## src/rtl/encoder_8_3_seq_if.sv

```systemverilog
`default_nettype none
// ============================================================================
// Module      : encoder_8_3_seq_if
// Description : Request/event bundle for the registered 8-to-3 event encoder.
//               The request side drives E, In and ready. The encoder drives
//               Out, valid, pending and dup_cnt.
// Revision    : 1.0 - initial release
// ----------------------------------------------------------------------------
// Signals:
//   E        request enable; when low, In is ignored
//   In[7:0]  one-hot-ish request lines, bit i = request for code i
//   Out[2:0] code of the presented event
//   valid    Out holds an event
//   ready    consumer accepts Out at an edge where valid && ready
//   pending  pending-event register (debug view)
//   dup_cnt  saturating count of coalesced duplicate requests
// Modports:
//   master   request source / consumer side
//   slave    encoder side
// ============================================================================
interface encoder_8_3_seq_if;
    logic       E;
    logic [7:0] In;
    logic [2:0] Out;
    logic       valid;
    logic       ready;
    logic [7:0] pending;
    logic [7:0] dup_cnt;

    modport master (
        output E,
        output In,
        output ready,
        input  Out,
        input  valid,
        input  pending,
        input  dup_cnt
    );

    modport slave (
        input  E,
        input  In,
        input  ready,
        output Out,
        output valid,
        output pending,
        output dup_cnt
    );
endinterface
`default_nettype wire

```

## src/rtl/encoder_8_3_seq.sv

```systemverilog
`default_nettype none
// ============================================================================
// Module      : encoder_8_3_seq
// Description : Registered 8-to-3 event encoder. Request pulses on eight lines
//               are captured into a pending-event register and emitted one at
//               a time as 3-bit codes over a valid/ready handshake. Requests
//               that hit an already-pending, not-being-loaded bit are
//               coalesced and counted in a saturating duplicate counter.
// Revision    : 1.0 - initial release
// ----------------------------------------------------------------------------
// Ports:
//   clka  input   clock, all state updates on its rising edge
//   rst   input   asynchronous active-high reset
//   bus   slave   encoder_8_3_seq_if (E, In, ready in; Out, valid, pending,
//                 dup_cnt out)
// Configuration:
//   ENCODER_ROUND_ROBIN_EN  defined   : round-robin arbitration, search starts
//                                       one past the last loaded code
//                           undefined : fixed priority, highest index wins
// ============================================================================
module encoder_8_3_seq (
    input  logic               clka,
    input  logic               rst,
    encoder_8_3_seq_if.slave   bus
);

    typedef enum logic [0:0] {
        ST_IDLE    = 1'b0,
        ST_PRESENT = 1'b1
    } state_t;

    state_t     r_state;
    logic [2:0] r_out;
    logic [7:0] r_pending;
    logic [7:0] r_dup_cnt;

    logic [7:0] w_req;
    logic       w_slot_free;
    logic       w_load;
    logic [2:0] w_code;
    logic [7:0] w_load_mask;
    logic [7:0] w_pending_next;
    logic [7:0] w_dup_vec;
    logic [3:0] w_dup_num;
    logic [8:0] w_dup_sum;
    logic [7:0] w_dup_next;

    assign w_req       = bus.In & {8{bus.E}};
    assign w_slot_free = (r_state == ST_IDLE) || bus.ready;
    assign w_load      = w_slot_free && (r_pending != 8'h00);
    assign w_load_mask = w_load ? (8'h01 << w_code) : 8'h00;

    // A request landing on the bit being loaded re-arms it: the loaded event
    // and the new request are two distinct events, not a duplicate.
    assign w_pending_next = (r_pending & ~w_load_mask) | w_req;
    assign w_dup_vec      = w_req & r_pending & ~w_load_mask;

`ifdef ENCODER_ROUND_ROBIN_EN
    logic [2:0] r_ptr;
    logic [2:0] w_idx;
    logic       w_found;

    // Search ascends from ptr+1 and wraps; 3-bit arithmetic does the mod 8.
    always_comb begin
        w_code  = 3'd0;
        w_idx   = 3'd0;
        w_found = 1'b0;
        for (int k = 0; k < 8; k++) begin
            w_idx = r_ptr + 3'd1 + 3'(k);
            if (!w_found && r_pending[w_idx]) begin
                w_code  = w_idx;
                w_found = 1'b1;
            end
        end
    end

    always_ff @(posedge clka or posedge rst) begin
        if (rst) begin
            r_ptr <= 3'b111;
        end else if (w_load) begin
            r_ptr <= w_code;
        end
    end
`else
    // Ascending scan, last set bit wins: highest index has priority.
    always_comb begin
        w_code = 3'd0;
        for (int i = 0; i < 8; i++) begin
            if (r_pending[i]) begin
                w_code = 3'(i);
            end
        end
    end
`endif

    always_comb begin
        w_dup_num = 4'd0;
        for (int i = 0; i < 8; i++) begin
            w_dup_num = w_dup_num + {3'b000, w_dup_vec[i]};
        end
    end

    assign w_dup_sum  = {1'b0, r_dup_cnt} + {5'b00000, w_dup_num};
    assign w_dup_next = w_dup_sum[8] ? 8'hFF : w_dup_sum[7:0];

    // Handshake FSM with registered outputs. Out only changes on a load, so
    // Out/valid are stable while valid && !ready.
    always_ff @(posedge clka or posedge rst) begin
        if (rst) begin
            r_state   <= ST_IDLE;
            r_out     <= 3'b000;
            r_pending <= 8'h00;
            r_dup_cnt <= 8'h00;
        end else begin
            r_pending <= w_pending_next;
            r_dup_cnt <= w_dup_next;
            case (r_state)
                ST_IDLE: begin
                    if (w_load) begin
                        r_out   <= w_code;
                        r_state <= ST_PRESENT;
                    end
                end
                ST_PRESENT: begin
                    if (bus.ready) begin
                        if (w_load) begin
                            r_out <= w_code;
                        end else begin
                            r_state <= ST_IDLE;
                        end
                    end
                end
                default: begin
                    r_state <= ST_IDLE;
                end
            endcase
        end
    end

    assign bus.Out     = r_out;
    assign bus.valid   = (r_state == ST_PRESENT);
    assign bus.pending = r_pending;
    assign bus.dup_cnt = r_dup_cnt;

endmodule
`default_nettype wire

```

## src/flat_wrapper.sv

```systemverilog
// flat-port wrapper written by rule: the top's interface ports become plain ports
module encoder_8_3_seq_flat 
  (clka, rst, bus_E, bus_In, bus_ready, bus_Out, bus_valid, bus_pending, bus_dup_cnt);
  encoder_8_3_seq_if bus_i ();
  input  logic clka;
  input  logic rst;
  input wire logic [$bits(bus_i.E)-1:0] bus_E;
  input wire logic [$bits(bus_i.In)-1:0] bus_In;
  input wire logic [$bits(bus_i.ready)-1:0] bus_ready;
  output wire logic [$bits(bus_i.Out)-1:0] bus_Out;
  output wire logic [$bits(bus_i.valid)-1:0] bus_valid;
  output wire logic [$bits(bus_i.pending)-1:0] bus_pending;
  output wire logic [$bits(bus_i.dup_cnt)-1:0] bus_dup_cnt;
  assign bus_i.E = bus_E;
  assign bus_i.In = bus_In;
  assign bus_i.ready = bus_ready;
  assign bus_Out = bus_i.Out;
  assign bus_valid = bus_i.valid;
  assign bus_pending = bus_i.pending;
  assign bus_dup_cnt = bus_i.dup_cnt;
  encoder_8_3_seq u_core (.clka(clka), .rst(rst), .bus(bus_i));
endmodule
```

## config.mk

```make
export PLATFORM = sky130hd
export DESIGN_NAME = encoder_8_3_seq_flat
export DESIGN_NICKNAME = d
export VERILOG_FILES = /design/src/rtl/encoder_8_3_seq_if.sv /design/src/rtl/encoder_8_3_seq.sv /design/src/flat_wrapper.sv
export SDC_FILE = /design/constraint.sdc
export NUM_CORES = 1
export LEC_CHECK = 0
export ABC_AREA = 1
export CORE_MARGIN = 5
export CORE_UTILIZATION = 45
export CTS_CLUSTER_DIAMETER = 60
export DETAILED_ROUTE_END_ITERATION = 10
export MAX_ROUTING_LAYER = met4
export PLACE_DENSITY = 0.8
export REMOVE_ABC_BUFFERS = 1
export SETUP_SLACK_MARGIN = 0.4
export SLEW_MARGIN = 10
export SYNTH_ARGS = -nofsm -noshare
export SYNTH_HDL_FRONTEND = slang
export SYNTH_SLANG_ARGS = --single-unit
```

## constraint.sdc

```tcl
create_clock -name clka -period 8.79 [get_ports clka]
set_clock_uncertainty 0.15 [all_clocks]
set_input_delay 1.758 -clock clka [delete_from_list [all_inputs] [get_ports clka]]
set_output_delay 1.758 -clock clka [all_outputs]
set_load 0.01 [all_outputs]
```

# Yosys cells after proc, flatten, opt, wreduce, memory -nomap -nowiden

Index checks and enable logic that the tools add are counted.

Add/subtract/negate cells: 8
Equal/unequal tests: 1
Shift-type cells: 1
Multiplexer cells: 15
Bitwise gates (word level): 7
Reductions and logical operators: 3

Operator list:

| kind                                             | number |
|---|---|
| AND 8 bit                                        | 4 |
| adder 4 x 1 -> 4 bit                             | 6 |
| 2-to-1 mux 3 bit                                 | 8 |
| 2-to-1 mux 8 bit                                 | 2 |
| adder 8 x 4 -> 9 bit                             | 1 |
| NOT 8 bit                                        | 1 |
| bitwise OR 8 bit                                 | 1 |
| nonzero test 8 bit                               | 1 |
| left shift 1 x 3 -> 8 bit (first input constant) | 1 |
| case mux 3 bit (2 select lines)                  | 1 |
| 2-to-1 mux 1 bit                                 | 3 |
| adder 1 x 1 -> 2 bit                             | 1 |
| != test 2 bit (second input constant)            | 1 |
| case mux 1 bit (2 select lines)                  | 1 |
| logical AND 1 bit                                | 1 |
| logical OR 1 bit                                 | 1 |
| NOT 1 bit                                        | 1 |

Register bits after elaboration: 20
Input port bits: 12
Output and inout bits: 20
Word-level logic and storage cells: 39

# Longest topological paths before layout

Depth after elaboration: 20
Mapped depth: 25
Depth with buffers taken out: 25

# Worst setup path before layout

Ideal clock, no wire load.

Path kind: in2reg
Start point: input port bus_ready
End point: register u_core.r_dup_cnt[6], in the netlist u_core.bus.dup_cnt[6]
Library setup time: 122 ps
Data arrival time: 5459 ps
Data required time: 8518 ps
Slack: 3059 ps
Cell stages on the path: 19
Path buffers: 0
Cells stage by stage: nor2_4 -> inv_1 -> nand3_2 -> inv_2 -> nand3_1 -> nand2_1 -> nor2_1 -> ha_1 -> inv_1 -> fa_1 -> fa_1 -> fa_1 -> fa_1 -> fa_1 -> nand3b_1 -> nand2_1 -> nand2_1 -> nor3_1 -> nor2_1

Word-level cells in the longest chain between the ends: 14

RTL lines:

| item                              | RTL line               | RTL |
|---|---|---|
| start, declared                   | flat_wrapper.sv:9      | `input wire logic [$bits(bus_i.ready)-1:0] bus_ready;` |
| logical OR 1 bit (*)              | encoder_8_3_seq.sv:49  | `assign w_slot_free = (r_state == ST_IDLE) \|\| bus.ready;` |
| logical AND 1 bit (*)             | encoder_8_3_seq.sv:50  | `assign w_load = w_slot_free && (r_pending != 8'h00);` |
| 2-to-1 mux 8 bit (*)              | encoder_8_3_seq.sv:51  | `assign w_load_mask = w_load ? (8'h01 << w_code) : 8'h00;` |
| NOT 8 bit (*)                     | encoder_8_3_seq.sv:56  | `assign w_dup_vec = w_req & r_pending & ~w_load_mask;` |
| AND 8 bit (*)                     | encoder_8_3_seq.sv:56  |  |
| adder 1 x 1 -> 2 bit              | encoder_8_3_seq.sv:99  | `w_dup_num = w_dup_num + {3'b000, w_dup_vec[i]};` |
| adder 4 x 1 -> 4 bit (5 in a row) | encoder_8_3_seq.sv:99  |  |
| adder 4 x 1 -> 4 bit (*)          | encoder_8_3_seq.sv:99  |  |
| adder 8 x 4 -> 9 bit (*)          | encoder_8_3_seq.sv:103 | `assign w_dup_sum = {1'b0, r_dup_cnt} + {5'b00000, w_dup_num};` |
| 2-to-1 mux 8 bit (*)              | encoder_8_3_seq.sv:104 | `assign w_dup_next = w_dup_sum[8] ? 8'hFF : w_dup_sum[7:0];` |
| net u_core.w_dup_next[6]          | encoder_8_3_seq.sv:46  | `logic [7:0] w_dup_next;` |
| end signal, assigned              | encoder_8_3_seq.sv:116 | `r_dup_cnt <= w_dup_next;` |
| end, declared                     | encoder_8_3_seq.sv:35  | `logic [7:0] r_dup_cnt;` |

Mark *: on every way through the listed nets, which the timed path passes. The rest lies on a longest branch.
A chain may end at the register's enable or synchronous reset.

# Worst setup path after layout

Ends and elaborated chain as after synthesis.

==> reports/results.ini <==
[run_status]
run_status=completed

[cells_and_area]
fill_cells=274
final_cells=232
areaGrowthSynthToFinish_pct=27.1
drive_gt1_share_pct=12.1
num_antenna_cells=0
nets=225
regArea_um2=500
multi_input_area_um2=756

[floorplanning]
die_w_um=65.1
placementRows=20
start_util_pct=45.8
dieHeight_um=65.1
fp.coreArea_mm2=0.00298
fp.dieArea_mm2=0.00423
ios=32

[power_and_ir_drop]
swShare_pct=38.8
pwr-share-seq_pct=38.1
p_per_area_mw_per_mm2=206
p_int_uw=218
p_leak_uw=0.000866
vdd.ir_drop.worst_v=0.000106
power.share.clock_pct=12.3
p_sw_uw=138
pwr-share-comb_pct=49.6

[placed_design]
port_buffers=31
place.gp.congestion=0.896
hpwl_mm=2.18
pre_cts_ws_ns=2.28
dpl.cell_count=229

[clock_network]
h-tree-depth=1
cts-resized-gates=0
postCtsHoldBufs=0
root_buffer=clkbuf_4
postCtsSetupRepairBufs=0
cts_tree=yes
clkTransAtPathRegs_ns=0.11
cts.sinks=20
cts_inserted_buffers=3
insertion_delay_ns=0.30
clockBufferDepth=2

[timing]
finalHoldViolations=0
fin_crit_sh_pct=70.1
tightest_slew_ns=0.754
finalSetupTns_ns=0
drv_slew=0
relSlewSlack_pct=49.6
min_period_ns=6.16
rsz0062_at_grt=false
hold_slack_ns=0.329
max_freq_mhz=162
setup_violations=0
timing.final.ws_setup_ns=2.63

[synth]
netlist_instances=166
yosysTopAreaCell=dfrtp_1
syn_area_mm2=0.00137
syn_area_per_cell_um2=8.22
synthTopCellsByArea=dfrtp_1 37%, nand2_1 13%, fa_1 7.3%
synth_compound_area_share_pct=4.86
yosys_warnings=0
synth-simple-area-share_pct=36.1
synth_seq_area_share_pct=36.7
synthDistinctLibCells=27
synth_top_family_by_area=simple AND/OR/NAND/NOR gates
synth_top_area_share_pct=36.7
yosys-mux-area-fraction_pct=0
ys_seq_elements=20
synth_fa_ha_area_share_pct=13.7
synthXorXnorAreaFrac_pct=0.642

[worst_hold_path]
worst_hold_path_type=reg -> reg
hp-start=u_core.bus.Out[0]

[grt]
grt_max_degree=21
grt_pass1_vias=1097
antenna_found_initial=0
globalRouteTotalUtil_pct=14.8
gr-total-overflow=0
grt_pass1_wl_mm=4.82

[setup_path]
reg2reg_slack_ns=4.03
timing_worst_setup_path_type=in -> reg
worstPathRequired_ns=8.83
critPathLaunchType=input port
cp.arrival_ns=6.21
critPathMaxFanout=5
critPathCaptureType=register
reg2reg_from=u_core.bus.pending[7]
crit_start=bus_ready

[routing]
drc=0
routedWlPerCell_um=11.6
first_pass_iters=4
antenna_left=0
num_vias=1133
first_iter_violations=47
wl_mm=2.68
viasPerCell=4.88

[job]
cap_violations=0

## cell families (layout without fill, tap and decap cells)
logic type	after synthesis	in the layout
buffers and inverters	29	62
AND/OR/NAND/NOR	93	93
flip-flops	20	20
adder cells (fa/ha/maj)	12	12
XOR/XNOR	1	1
AO/OA/AOI/OAI	11	11
## cell usage after synthesis (all sizes together)
library cell / instances
or2: 2
o211ai: 1
nand4: 5
nor3: 2
dfrtp: 20
nand3b: 3
a31oi: 1
nand3: 12
nand2: 50
a22o: 1
xnor2: 1
a21oi: 2
ha: 7
nor2: 19
fa: 5
clkbuf: 1
o21ai: 6
inv: 28
## per-layer routing
layer	global-route usage [%]	part of all wire (%)	wire (um)	vias to the layer above
met4	5.44	1.6	44	0
li1	-	-	-	587
met2	21.2	44	1190	21
met5	-	0	0	-
met1	21.5	51	1360	521
met3	1.73	3.5	95	4
## final timing paths
path,depth (start not counted),to
hold reg to reg,2,u_core.bus.Out[0]
hold / removal,2,u_core.bus.Out[0]
setup reg to reg,20,u_core.bus.dup_cnt[6]
min in group asynchronous,2,u_core.bus.pending[7]
setup / recovery,20,u_core.bus.dup_cnt[6]
max in group asynchronous,2,u_core.bus.pending[5]
## layout make-up
type / count / area share, %
multi-input cells: 117 / 43.5
clock buffers: 3 / 1.30
inverters: 28 / 6.06
well taps: 33 / 2.38
repair buffers: 31 / 17.9
flip-flops and latches: 20 / 28.8
## power by group through the flow
stage	Clock (uW)	Combinational (uW)	Sequential [uW]
4_1_cts	45.1	179	136
3_5_place_dp	0	178	137
3_3_place_gp	0	175	138
6_report	43.7	177	136
5_1_grt	49.8	203	141
2_1_floorplan	0	98.8	144
## cell usage in the layout (no fill, tap or decap), types with 5 or more instances in the layout
master,n
clkdlybuf4s50_1,31
dfrtp_1,20
fa_1,5
ha_1,7
inv_1,21
inv_2,7
nand2_1,46
nand3_1,10
nand4_1,5
nor2_1,13
## stage by stage
stage | power [uW] | cell area, um2 | util, %
after CTS | 361 | 1740 | 58.3
after global routing | 394 | 1740 | 58.3
final | 357 | 1740 | 58.3
after global placement | 313 | 1710 | 57.5
after floorplan | 243 | 1360 | -
after detailed placement | 315 | 1710 | 57.5
## state kept, by name, summed over array words and instances, names as in the netlist
| signal | count |
|---|---|
| u_core.bus.pending | 8 |
| u_core.bus.Out | 3 |
| u_core.bus.dup_cnt | 8 |
| u_core.bus.valid | 1 |
## critical path, stage by stage
cell and delay, ns:
clkdlybuf4s50_1 0.51, nor2_4 0.07, inv_1 0.13, nand3_2 0.11, inv_2 0.09, nand3_1 0.07
nand2_1 0.08, nor2_1 0.05, ha_1 0.27, inv_1 0.05, fa_1 0.50, fa_1 0.52
fa_1 0.47, fa_1 0.49, fa_1 0.43, nand3b_1 0.17, nand2_1 0.15, nand2_1 0.09
nor3_1 0.14, nor2_1 0.07
(Power assumes the default switching activity.)
